==> src/rtl/start_screen_draw_pkg.sv <==
// Shared types and constants for the start-screen overlay: FSM encoding,
// VGA field widths, default image geometry and the ROM address helper.
package start_screen_draw_pkg;
  localparam int CNT_W  = 11;
  localparam int RGB_W  = 12;
  localparam int ADDR_W = 19;

  localparam int X0_DEF    = 200;
  localparam int Y0_DEF    = 150;
  localparam int IMG_W_DEF = 400;
  localparam int IMG_H_DEF = 300;

  typedef enum logic [1:0] {
    SHOW  = 2'd0,
    ARMED = 2'd1,
    PLAY  = 2'd2
  } state_e;

  typedef struct packed {
    logic [CNT_W-1:0] hcount;
    logic [CNT_W-1:0] vcount;
    logic             hsync;
    logic             vsync;
    logic             hblnk;
    logic             vblnk;
  } timing_t;

  // Row-major image address from window-relative coordinates.
  function automatic logic [ADDR_W-1:0] img_addr(input logic [CNT_W-1:0] dx,
                                                 input logic [CNT_W-1:0] dy,
                                                 input int stride);
    img_addr = ADDR_W'(dy) * ADDR_W'(stride) + ADDR_W'(dx);
  endfunction
endpackage

==> src/rtl/sync_edge.sv <==
// Two-flop synchronizer followed by a rising-edge detector; rise is high for
// one clock per low-to-high transition of the synchronized input.
module sync_edge (
  input  logic clk,
  input  logic rst,
  input  logic d_in,
  output logic rise
);
  logic meta_q, sync_q, prev_q;

  always_ff @(posedge clk or posedge rst) begin
    if (rst) begin
      meta_q <= 1'b0;
      sync_q <= 1'b0;
      prev_q <= 1'b0;
    end else begin
      meta_q <= d_in;
      sync_q <= meta_q;
      prev_q <= sync_q;
    end
  end

  assign rise = sync_q & ~prev_q;
endmodule

==> src/rtl/start_screen_draw.sv <==
// Start-screen overlay in the VGA pipeline: addresses the image ROM, shows the
// grey image until play begins, then passes the game picture with 2-cycle delay.
module start_screen_draw
  import start_screen_draw_pkg::*;
#(
  parameter int X0    = X0_DEF,
  parameter int Y0    = Y0_DEF,
  parameter int IMG_W = IMG_W_DEF,
  parameter int IMG_H = IMG_H_DEF
) (
  input  logic              pclk,
  input  logic              rst,
  input  logic [10:0]       hcount_in,
  input  logic [10:0]       vcount_in,
  input  logic              hsync_in,
  input  logic              vsync_in,
  input  logic              hblnk_in,
  input  logic              vblnk_in,
  input  logic [11:0]       rgb_in,
  input  logic              start_btn,
  input  logic              restart,
  output logic [18:0]       rom_addr,
  input  logic [3:0]        rom_rgb,
  output logic [10:0]       hcount_out,
  output logic [10:0]       vcount_out,
  output logic              hsync_out,
  output logic              vsync_out,
  output logic              hblnk_out,
  output logic              vblnk_out,
  output logic [11:0]       rgb_out,
  output logic              screen_active,
  output logic              game_start
);
  localparam logic [CNT_W-1:0] X_LO = CNT_W'(X0);
  localparam logic [CNT_W-1:0] X_HI = CNT_W'(X0 + IMG_W);
  localparam logic [CNT_W-1:0] Y_LO = CNT_W'(Y0);
  localparam logic [CNT_W-1:0] Y_HI = CNT_W'(Y0 + IMG_H);

  state_e            state_q, state_d;
  timing_t           tim_in, s1_q, s1_d, s2_q, s2_d;
  logic [RGB_W-1:0]  rgb1_q, rgb1_d, rgb_out_q, rgb_out_d;
  logic [ADDR_W-1:0] rom_addr_q, rom_addr_d;
  logic              win1_q, win1_d;
  logic              game_start_q, game_start_d;
  logic              screen_active_q, screen_active_d;
  logic              in_win, frame_start, btn_rise;

  sync_edge u_start_sync (
    .clk  (pclk),
    .rst  (rst),
    .d_in (start_btn),
    .rise (btn_rise)
  );

  assign tim_in = '{hcount: hcount_in, vcount: vcount_in, hsync: hsync_in,
                    vsync: vsync_in, hblnk: hblnk_in, vblnk: vblnk_in};
  assign frame_start = (hcount_in == '0) && (vcount_in == '0);
  assign in_win = (hcount_in >= X_LO) && (hcount_in < X_HI) &&
                  (vcount_in >= Y_LO) && (vcount_in < Y_HI) &&
                  !hblnk_in && !vblnk_in;

  always_comb begin
    state_d      = state_q;
    game_start_d = 1'b0;
    // Leaving ARMED/PLAY only on the frame-start pixel keeps every frame whole.
    case (state_q)
      SHOW:    if (btn_rise) state_d = ARMED;
      ARMED:   if (frame_start) begin
                 state_d      = PLAY;
                 game_start_d = 1'b1;
               end
      PLAY:    if (frame_start && restart) state_d = SHOW;
      default: state_d = SHOW;
    endcase
    screen_active_d = (state_d != PLAY);

    s1_d       = tim_in;
    rgb1_d     = rgb_in;
    win1_d     = in_win;
    rom_addr_d = in_win ? img_addr(hcount_in - X_LO, vcount_in - Y_LO, IMG_W)
                        : rom_addr_q;

    // state_q here is already the mode of the stage-1 pixel, since any change
    // happened on the same edge that captured the frame-start pixel.
    s2_d = s1_q;
    if (s1_q.hblnk || s1_q.vblnk) rgb_out_d = '0;
    else if (state_q == PLAY)     rgb_out_d = rgb1_q;
    else if (win1_q)              rgb_out_d = {rom_rgb, rom_rgb, rom_rgb};
    else                          rgb_out_d = '0;
  end

  always_ff @(posedge pclk or posedge rst) begin
    if (rst) begin
      state_q         <= SHOW;
      game_start_q    <= 1'b0;
      screen_active_q <= 1'b1;
      s1_q            <= '0;
      rgb1_q          <= '0;
      win1_q          <= 1'b0;
      rom_addr_q      <= '0;
      s2_q            <= '0;
      rgb_out_q       <= '0;
    end else begin
      state_q         <= state_d;
      game_start_q    <= game_start_d;
      screen_active_q <= screen_active_d;
      s1_q            <= s1_d;
      rgb1_q          <= rgb1_d;
      win1_q          <= win1_d;
      rom_addr_q      <= rom_addr_d;
      s2_q            <= s2_d;
      rgb_out_q       <= rgb_out_d;
    end
  end

  assign rom_addr      = rom_addr_q;
  assign hcount_out    = s2_q.hcount;
  assign vcount_out    = s2_q.vcount;
  assign hsync_out     = s2_q.hsync;
  assign vsync_out     = s2_q.vsync;
  assign hblnk_out     = s2_q.hblnk;
  assign vblnk_out     = s2_q.vblnk;
  assign rgb_out       = rgb_out_q;
  assign screen_active = screen_active_q;
  assign game_start    = game_start_q;
endmodule

==> config.mk <==
export PLATFORM = sky130hd
export DESIGN_NAME = start_screen_draw
export DESIGN_NICKNAME = d
export VERILOG_FILES = /design/src/rtl/start_screen_draw_pkg.sv /design/src/rtl/sync_edge.sv /design/src/rtl/start_screen_draw.sv
export SDC_FILE = /design/constraint.sdc
export NUM_CORES = 1
export LEC_CHECK = 0
export CORE_UTILIZATION = 55
export DETAILED_ROUTE_END_ITERATION = 8
export GPL_TIMING_DRIVEN = 0
export PLACE_DENSITY_LB_ADDON = 0.1
export SLEW_MARGIN = 20
export SYNTH_ARGS = -nofsm -noshare
export SYNTH_HDL_FRONTEND = slang
export SYNTH_SLANG_ARGS = --single-unit
==> constraint.sdc <==
create_clock -name pclk -period 5.1 [get_ports pclk]
set_clock_uncertainty 0.15 [all_clocks]
set_input_delay 0.51 -clock pclk [delete_from_list [all_inputs] [get_ports pclk]]
set_output_delay 0.51 -clock pclk [all_outputs]
set_load 0.005 [all_outputs]
==> summary.md, run 1 <==
| Metric | Value |
|---|---|
| Status | `complete, no violations` |
| Relative slew margins | `32.2%` |
| First-pass GRT wire length | `15.7 mm` |
| Mean Syn Cell Area | `11.6 µm²` |
| Final worst slack | `0.286 ns` |
| Initial antenna violation count | `0` |
| Sequential share of the synthesized area | `53.0%` |
| Post-synth EDFFs | `0` |
| Diodes inserted | `0` |
| Root buf cell | `clkbuf_8` |
| Final worst path period share | `94.4%` |
| Crit path kind | `input port to register` |
| # H-tree levels | `3` |
| Setup tns final | `0 ns` |
| Gpl congestion | `0.848` |
| CTS Buf Count | `9` |
| Commonest cells after routing, fill and taps aside | `dfrtp_1 (102), clkdlybuf4s50_1 (100), ha_1 (47)` |
| DP Worst Slack | `-0.735 ns` |
| Leak | `2.93 nW` |
| Vias in the first global route | `3366` |
| YS warnings | `0` |
| Row count | `33` |
| Final instance area | `0.00635 mm²` |
| Vias post-DR | `3384` |
| Synth unique cells | `46` |
| Critical-path maximum fanout | `7` |
| Total grt overflow | `0` |
| Syn nets | `520` |
| Sink Count | `103` |
| Synth Instances | `419` |
| Pwr dens | `399 mW/mm²` |
| Worst hold slack | `0.197 ns` |
| ANT nets after route | `0` |
| GRT Total Usage | `22.7%` |
| Final Power | `2.53 mW` |
| Drt drc | `0` |
| Post-synth ARST share | `100%` |
| Clock Latency Late Sink | `0.36 ns` |
| CTS tree | `yes` |
| Placed cell area | `0.00607 mm²` |
| # IOs | `105` |
| Final nets | `640` |
| Routed Wire Length | `9.89 mm` |
| Min-delay worst type | `register to register` |
| Flop2flop setup slack | `3.49 ns` |
| Area of the die | `0.00922 mm²` |
| Fmax | `0.208 GHz` |
| Pre-antenna DRT Iters | `4` |
| Die extent in x | `96.0 µm` |
| Synth Flop Type | `dfrtp_1` |
| Reg clk slew, reported paths | `0.11 ns` |
| Post-layout min period | `4.81 ns` |
| First DRT Iteration DRCs | `132` |
| Worst Setup End Kind | `register` |
| Die height | `96.0 µm` |
| WL per Instance | `15.2 µm` |
| CTS Hold Buffers Added | `0` |
| Final-report setup violation count | `0` |
| Initial core utilization | `58.0%` |
| HPWL Detailed | `7.51 mm` |
| Mapped Area | `0.00486 mm²` |
| Worst-Margin Slew | `1.00 ns` |
| Area Growth Syn to Fin | `30.6%` |
| Via density | `5.21` |
| Commonest non-fill, non-tap cell in the layout | `dfrtp_1` |
| Largest net degree at the start of global routing | `87` |
| Core area | `0.00838 mm²` |
| Arr. time, crit path | `4.92 ns` |
| Peak VDD IR | `343 µV` |
| Hold Vio Cnt, Final | `0` |
| Number of port buffers | `104` |
| Max-cap viol count | `0` |
| Startpoint Class | `input port` |
| Clock Tree Buf Depth | `2` |
| RSZ-0062 raised after global routing | `false` |
| Req. time, crit path | `5.21 ns` |
| Synth Register Bits | `103` |
| Layout cell share with drive strength beyond 1 | `9.74%` |
| Fin. max-slew vios | `0` |
## cells by family (layout without fill, tap and decap cells)
family	after synthesis	after routing	synth area share [%]
mux	7	7	1.62
fa+ha+maj	55	55	15.1
xor+xnor	37	37	6.66
compound gates	72	72	9.23
simple gates	102	102	10.7
buf+inv	43	168	3.70
flops	103	103	53.0
## synthesized netlist by cell type, types with 2 or more instances
cell type  instances  share of area (%)
nor3b_1            3               0.46
or2_2              2               0.26
fa_1               6                2.5
nand2_1           31                2.4
xor2_1            17                3.1
o31a_1             4               0.72
o31ai_1            2               0.31
nand3_1            6               0.62
mux2_2             7                1.6
a211oi_1           5               0.77
o21bai_1           3               0.46
dfrtp_1          102                 52
inv_1             36                2.8
o21a_1             3               0.46
ha_1              49                 13
nand4b_1           2               0.36
a21oi_1           26                2.7
a21o_1             2               0.31
a31oi_1            2               0.26
nand2b_1           7               0.90
nor2b_1            4               0.51
nor3_1             9               0.93
buf_6              2               0.46
clkbuf_1           4               0.31
o21ai_0           18                1.9
nor2_1            25                1.9
xnor2_1           20                3.6
a211oi_2           2               0.51
nand4_1            3               0.39
## state kept, by name, summed over array words and instances (netlist names), 2 cells and up
name,cells
s1_q,26
rom_addr,19
rgb1_q,12
rgb_out,12
hcount_out,11
vcount_out,11
state_q,2
## path summary, 6_finish.rpt
check,from,cells after the start,end
hold / removal,s1_q[4],0,vcount_out[0]
setup / recovery,vcount_in[1],18,rom_addr[18]
min in group asynchronous,rst,2,hsync_out
setup reg to reg,state_q[0],4,rgb_out[10]
max in group asynchronous,rst,3,screen_active
hold reg to reg,s1_q[4],0,vcount_out[0]
## critical path: stages
cell and delay, ns:
dlygate4sd2_1 0.34, ha_2 0.26, o21ai_4 0.19, nand2_1 0.15, xnor2_2 0.23, inv_1 0.11, ha_1 0.32, ha_1 0.29
inv_1 0.05, fa_1 0.52, inv_1 0.06, ha_2 0.38, nand2b_1 0.08, mux2_2 0.28, a2111o_1 0.45, nor4_4 0.27
a211oi_1 0.13, o31a_1 0.29
## final cells by class
class,instances,area (µm²)
fill,577,2030
timing repair buffer,109,1100
inverter,36,140
clock buffer,10,128
buffer,7,45.0
sequential,103,2580
multi-input combinational,273,2170
tap,105,131
clock inverter,6,57.6
## timing repair
action | in CTS | in global routing
endpoints found under the setup margin | 3 | 3
setup buffers | 1 | 3
pin swaps | 1 | 1
cloned | 0 | 0
resized for setup | 5 | 14
## where the power goes
group | switching [mW] | internal [mW]
clock network | 0.281 | 0.185
registers | 0.0370 | 0.899
logic | 0.584 | 0.547
total | 0.902 | 1.63
## metal layers
metal	global-route usage, %	vias to the layer above	part of all wire (%)
met3	4.90	9	5.5
li1	-	1658	-
met2	37.9	88	49
met5	0	-	0
met4	6.72	0	1.1
met1	29.7	1629	44
## per-stage QoR
step | util [%] | cells
6_report | 75.8 | 649
5_1_grt | 75.8 | 649
2_1_floorplan | - | 419
4_1_cts | 74.9 | 646
3_3_place_gp | 72.0 | 628
3_5_place_dp | 72.4 | 629
(Power assumes the default switching activity.)
==> run 2, diff against run 1 <==
Settings changed: GPL_TIMING_DRIVEN 0 to not set.
==> summary.md, run 2 (synthesis gave the netlist of run 1 again) <==
| Metric | Value |
|---|---|
| Max-cap viol count | `0 (unchanged)` |
| Final Util | `76.7% (was 75.8%)` |
| Hold Vio Cnt, Final | `0 (unchanged)` |
| Routed Wire Length | `10.2 mm (was 9.89 mm)` |
| Sink Count | `103 (unchanged)` |
| Diodes inserted | `0 (unchanged)` |
| Peak VDD IR | `410 µV (was 343 µV)` |
| Req. time, crit path | `5.20 ns (was 5.21 ns)` |
| Startpoint Class | `input port (unchanged)` |
| Post-layout min period | `4.85 ns (was 4.81 ns)` |
| Initial core utilization | `58.0% (unchanged)` |
| Fmax | `0.206 GHz (was 0.208 GHz)` |
| Vias post-DR | `3418 (was 3384)` |
| CTS tree | `yes (unchanged)` |
| Layout fillers | `574 (was 577)` |
| Clock Latency Late Sink | `0.37 ns (was 0.36 ns)` |
| WL per Instance | `15.2 µm (about the same)` |
| Total grt overflow | `0 (unchanged)` |
| Via density | `5.12 (was 5.21)` |
| Origin of the critical flop-to-flop path | `state_q[0] (unchanged)` |
| Commonest cells after routing, fill and taps aside | `clkdlybuf4s50_1 (104), dfrtp_1 (102), ha_1 (49) (was dfrtp_1 (102), clkdlybuf4s50_1 (100), ha_1 (47))` |
| Die extent in x | `96.0 µm (unchanged)` |
| Arr. time, crit path | `4.96 ns (was 4.92 ns)` |
| Post-CTS Setup Bufs | `0 (was 1)` |
| Pwr dens | `409 mW/mm² (was 399 mW/mm²)` |
| Area Growth Syn to Fin | `32.1% (was 30.6%)` |
| CTS Buf Count | `9 (unchanged)` |
| Status | `complete, no violations (unchanged)` |
| Final Power | `2.63 mW (was 2.53 mW)` |
| Pre-antenna DRT Iters | `4 (unchanged)` |
| Core area | `0.00838 mm² (unchanged)` |
| Fin. max-slew vios | `0 (unchanged)` |
| CTS Hold Buffers Added | `0 (unchanged)` |
| HPWL Detailed | `7.75 mm (was 7.51 mm)` |
| Relative slew margins | `42.5% (was 32.2%)` |
| Number of port buffers | `104 (unchanged)` |
| Final worst path period share | `95.1% (was 94.4%)` |
| First-pass GRT wire length | `16.4 mm (was 15.7 mm)` |
| Cts repair resizes | `0 (was 5)` |
| Root buf cell | `clkbuf_8 (unchanged)` |
| Worst Setup End Kind | `register (unchanged)` |
| Worst-Margin Slew | `0.860 ns (was 1.00 ns)` |
| GRT Total Usage | `23.8% (was 22.7%)` |
| Largest net degree at the start of global routing | `61 (was 87)` |
| Worst Setup SP | `vcount_in[1] (unchanged)` |
| RSZ-0062 raised after global routing | `false (unchanged)` |
| Crit path kind | `input port to register (unchanged)` |
| Reg clk slew, reported paths | `0.11 ns (about the same)` |
| Min-delay src | `s1_q[4] (unchanged)` |
| Critical-path maximum fanout | `3 (was 7)` |
| ANT nets after route | `0 (unchanged)` |
| Leak | `3.01 nW (was 2.93 nW)` |
| Largest register FFs | `26 (unchanged)` |
| # IOs | `105 (unchanged)` |
| Final-report setup violation count | `0 (unchanged)` |
| Die height | `96.0 µm (unchanged)` |
| Row count | `33 (unchanged)` |
| First DRT Iteration DRCs | `106 (was 132)` |
| Clock Tree Buf Depth | `2 (unchanged)` |
| Final nets | `659 (was 640)` |
| Commonest non-fill, non-tap cell in the layout | `clkdlybuf4s50_1 (was dfrtp_1)` |
| Layout cell share with drive strength beyond 1 | `11.4% (was 9.74%)` |
| Most flops, register | `s1_q (unchanged)` |
| Gpl congestion | `0.912 (was 0.848)` |
| Area of the die | `0.00922 mm² (unchanged)` |
| Drt drc | `0 (unchanged)` |
| Initial antenna violation count | `0 (unchanged)` |
| # H-tree levels | `3 (unchanged)` |
| Vias in the first global route | `3497 (was 3366)` |
| Min-delay worst type | `register to register (unchanged)` |
## run 2: cell types whose count changed in the layout (fill, tap and decap cells not counted), sizes merged
cell           delta
buf              +23
clkbuf            -4
clkdlybuf4s50     +4
clkinvlp          -2
dlygate4sd2       -1
dlymetal6s2s      -3
inv               +2
## run 2: final cells by class
type | count | area, µm² | area share (%)
Tap cell | 105 | 131 | 2.04
Timing Repair Buffer | 135 | 1270 | 19.8
Multi-Input combinational cell | 273 | 2110 | 32.8
Inverter | 36 | 138 | 2.14
Sequential cell | 103 | 2580 | 40.1
Clock inverter | 6 | 62.6 | 0.973
Clock buffer | 10 | 138 | 2.14
## run 2: stage by stage
step                instances  setup TNS, ns  setup WS (ns)  cell area, µm²  hold slack [ns]
floorplan                 419              0          0.429            4860            0.181
detailed placement        652         -0.106        -0.0981            6230            0.185
finish                    668              0          0.248            6430            0.198
global placement          652              0         0.0370            6230            0.183
global route              668              0         0.0144            6430            0.210
CTS                       668              0          0.272            6430            0.200
## run 2: final timing paths
check	to	slack (ns)	cells after the start
worst max-delay path	rom_addr[18]	0.25	18
worst min-delay path	vcount_out[0]	0.20	0
worst max register to register	rgb_out[11]	3.48	3
worst min register to register	vcount_out[0]	0.20	0
max in group asynchronous	rom_addr[3]	3.31	3
min in group asynchronous	vsync_out	0.47	2
## run 2: worst max-delay path: stages
cell             delay, ns
clkdlybuf4s50_1       0.46
ha_1                  0.23
o21ai_0               0.16
buf_4                 0.16
xor2_1                0.18
ha_1                  0.26
ha_1                  0.27
inv_1                 0.05
fa_1                  0.53
inv_1                 0.05
ha_1                  0.33
nand2_2               0.08
nor3_1                0.22
mux2_2                0.37
a2111o_1              0.44
nor4_4                0.26
a211oi_1              0.11
o31a_1                0.28
## run 2: power breakdown
| group | internal (mW) | switching, mW |
|---|---|---|
| registers | 0.899 | 0.0381 |
| clock network | 0.204 | 0.291 |
| logic | 0.604 | 0.590 |
| total | 1.71 | 0.919 |
## run 2: routing by layer
| metal | vias up | track usage, % | share of wire [%] |
|---|---|---|---|
| met3 | 11 | 4.27 | 4.0 |
| met4 | 0 | 5.72 | 1.1 |
| met1 | 1637 | 31.4 | 45 |
| met2 | 79 | 40.7 | 50 |
| li1 | 1691 | - | - |
| met5 | - | 0 | 0 |
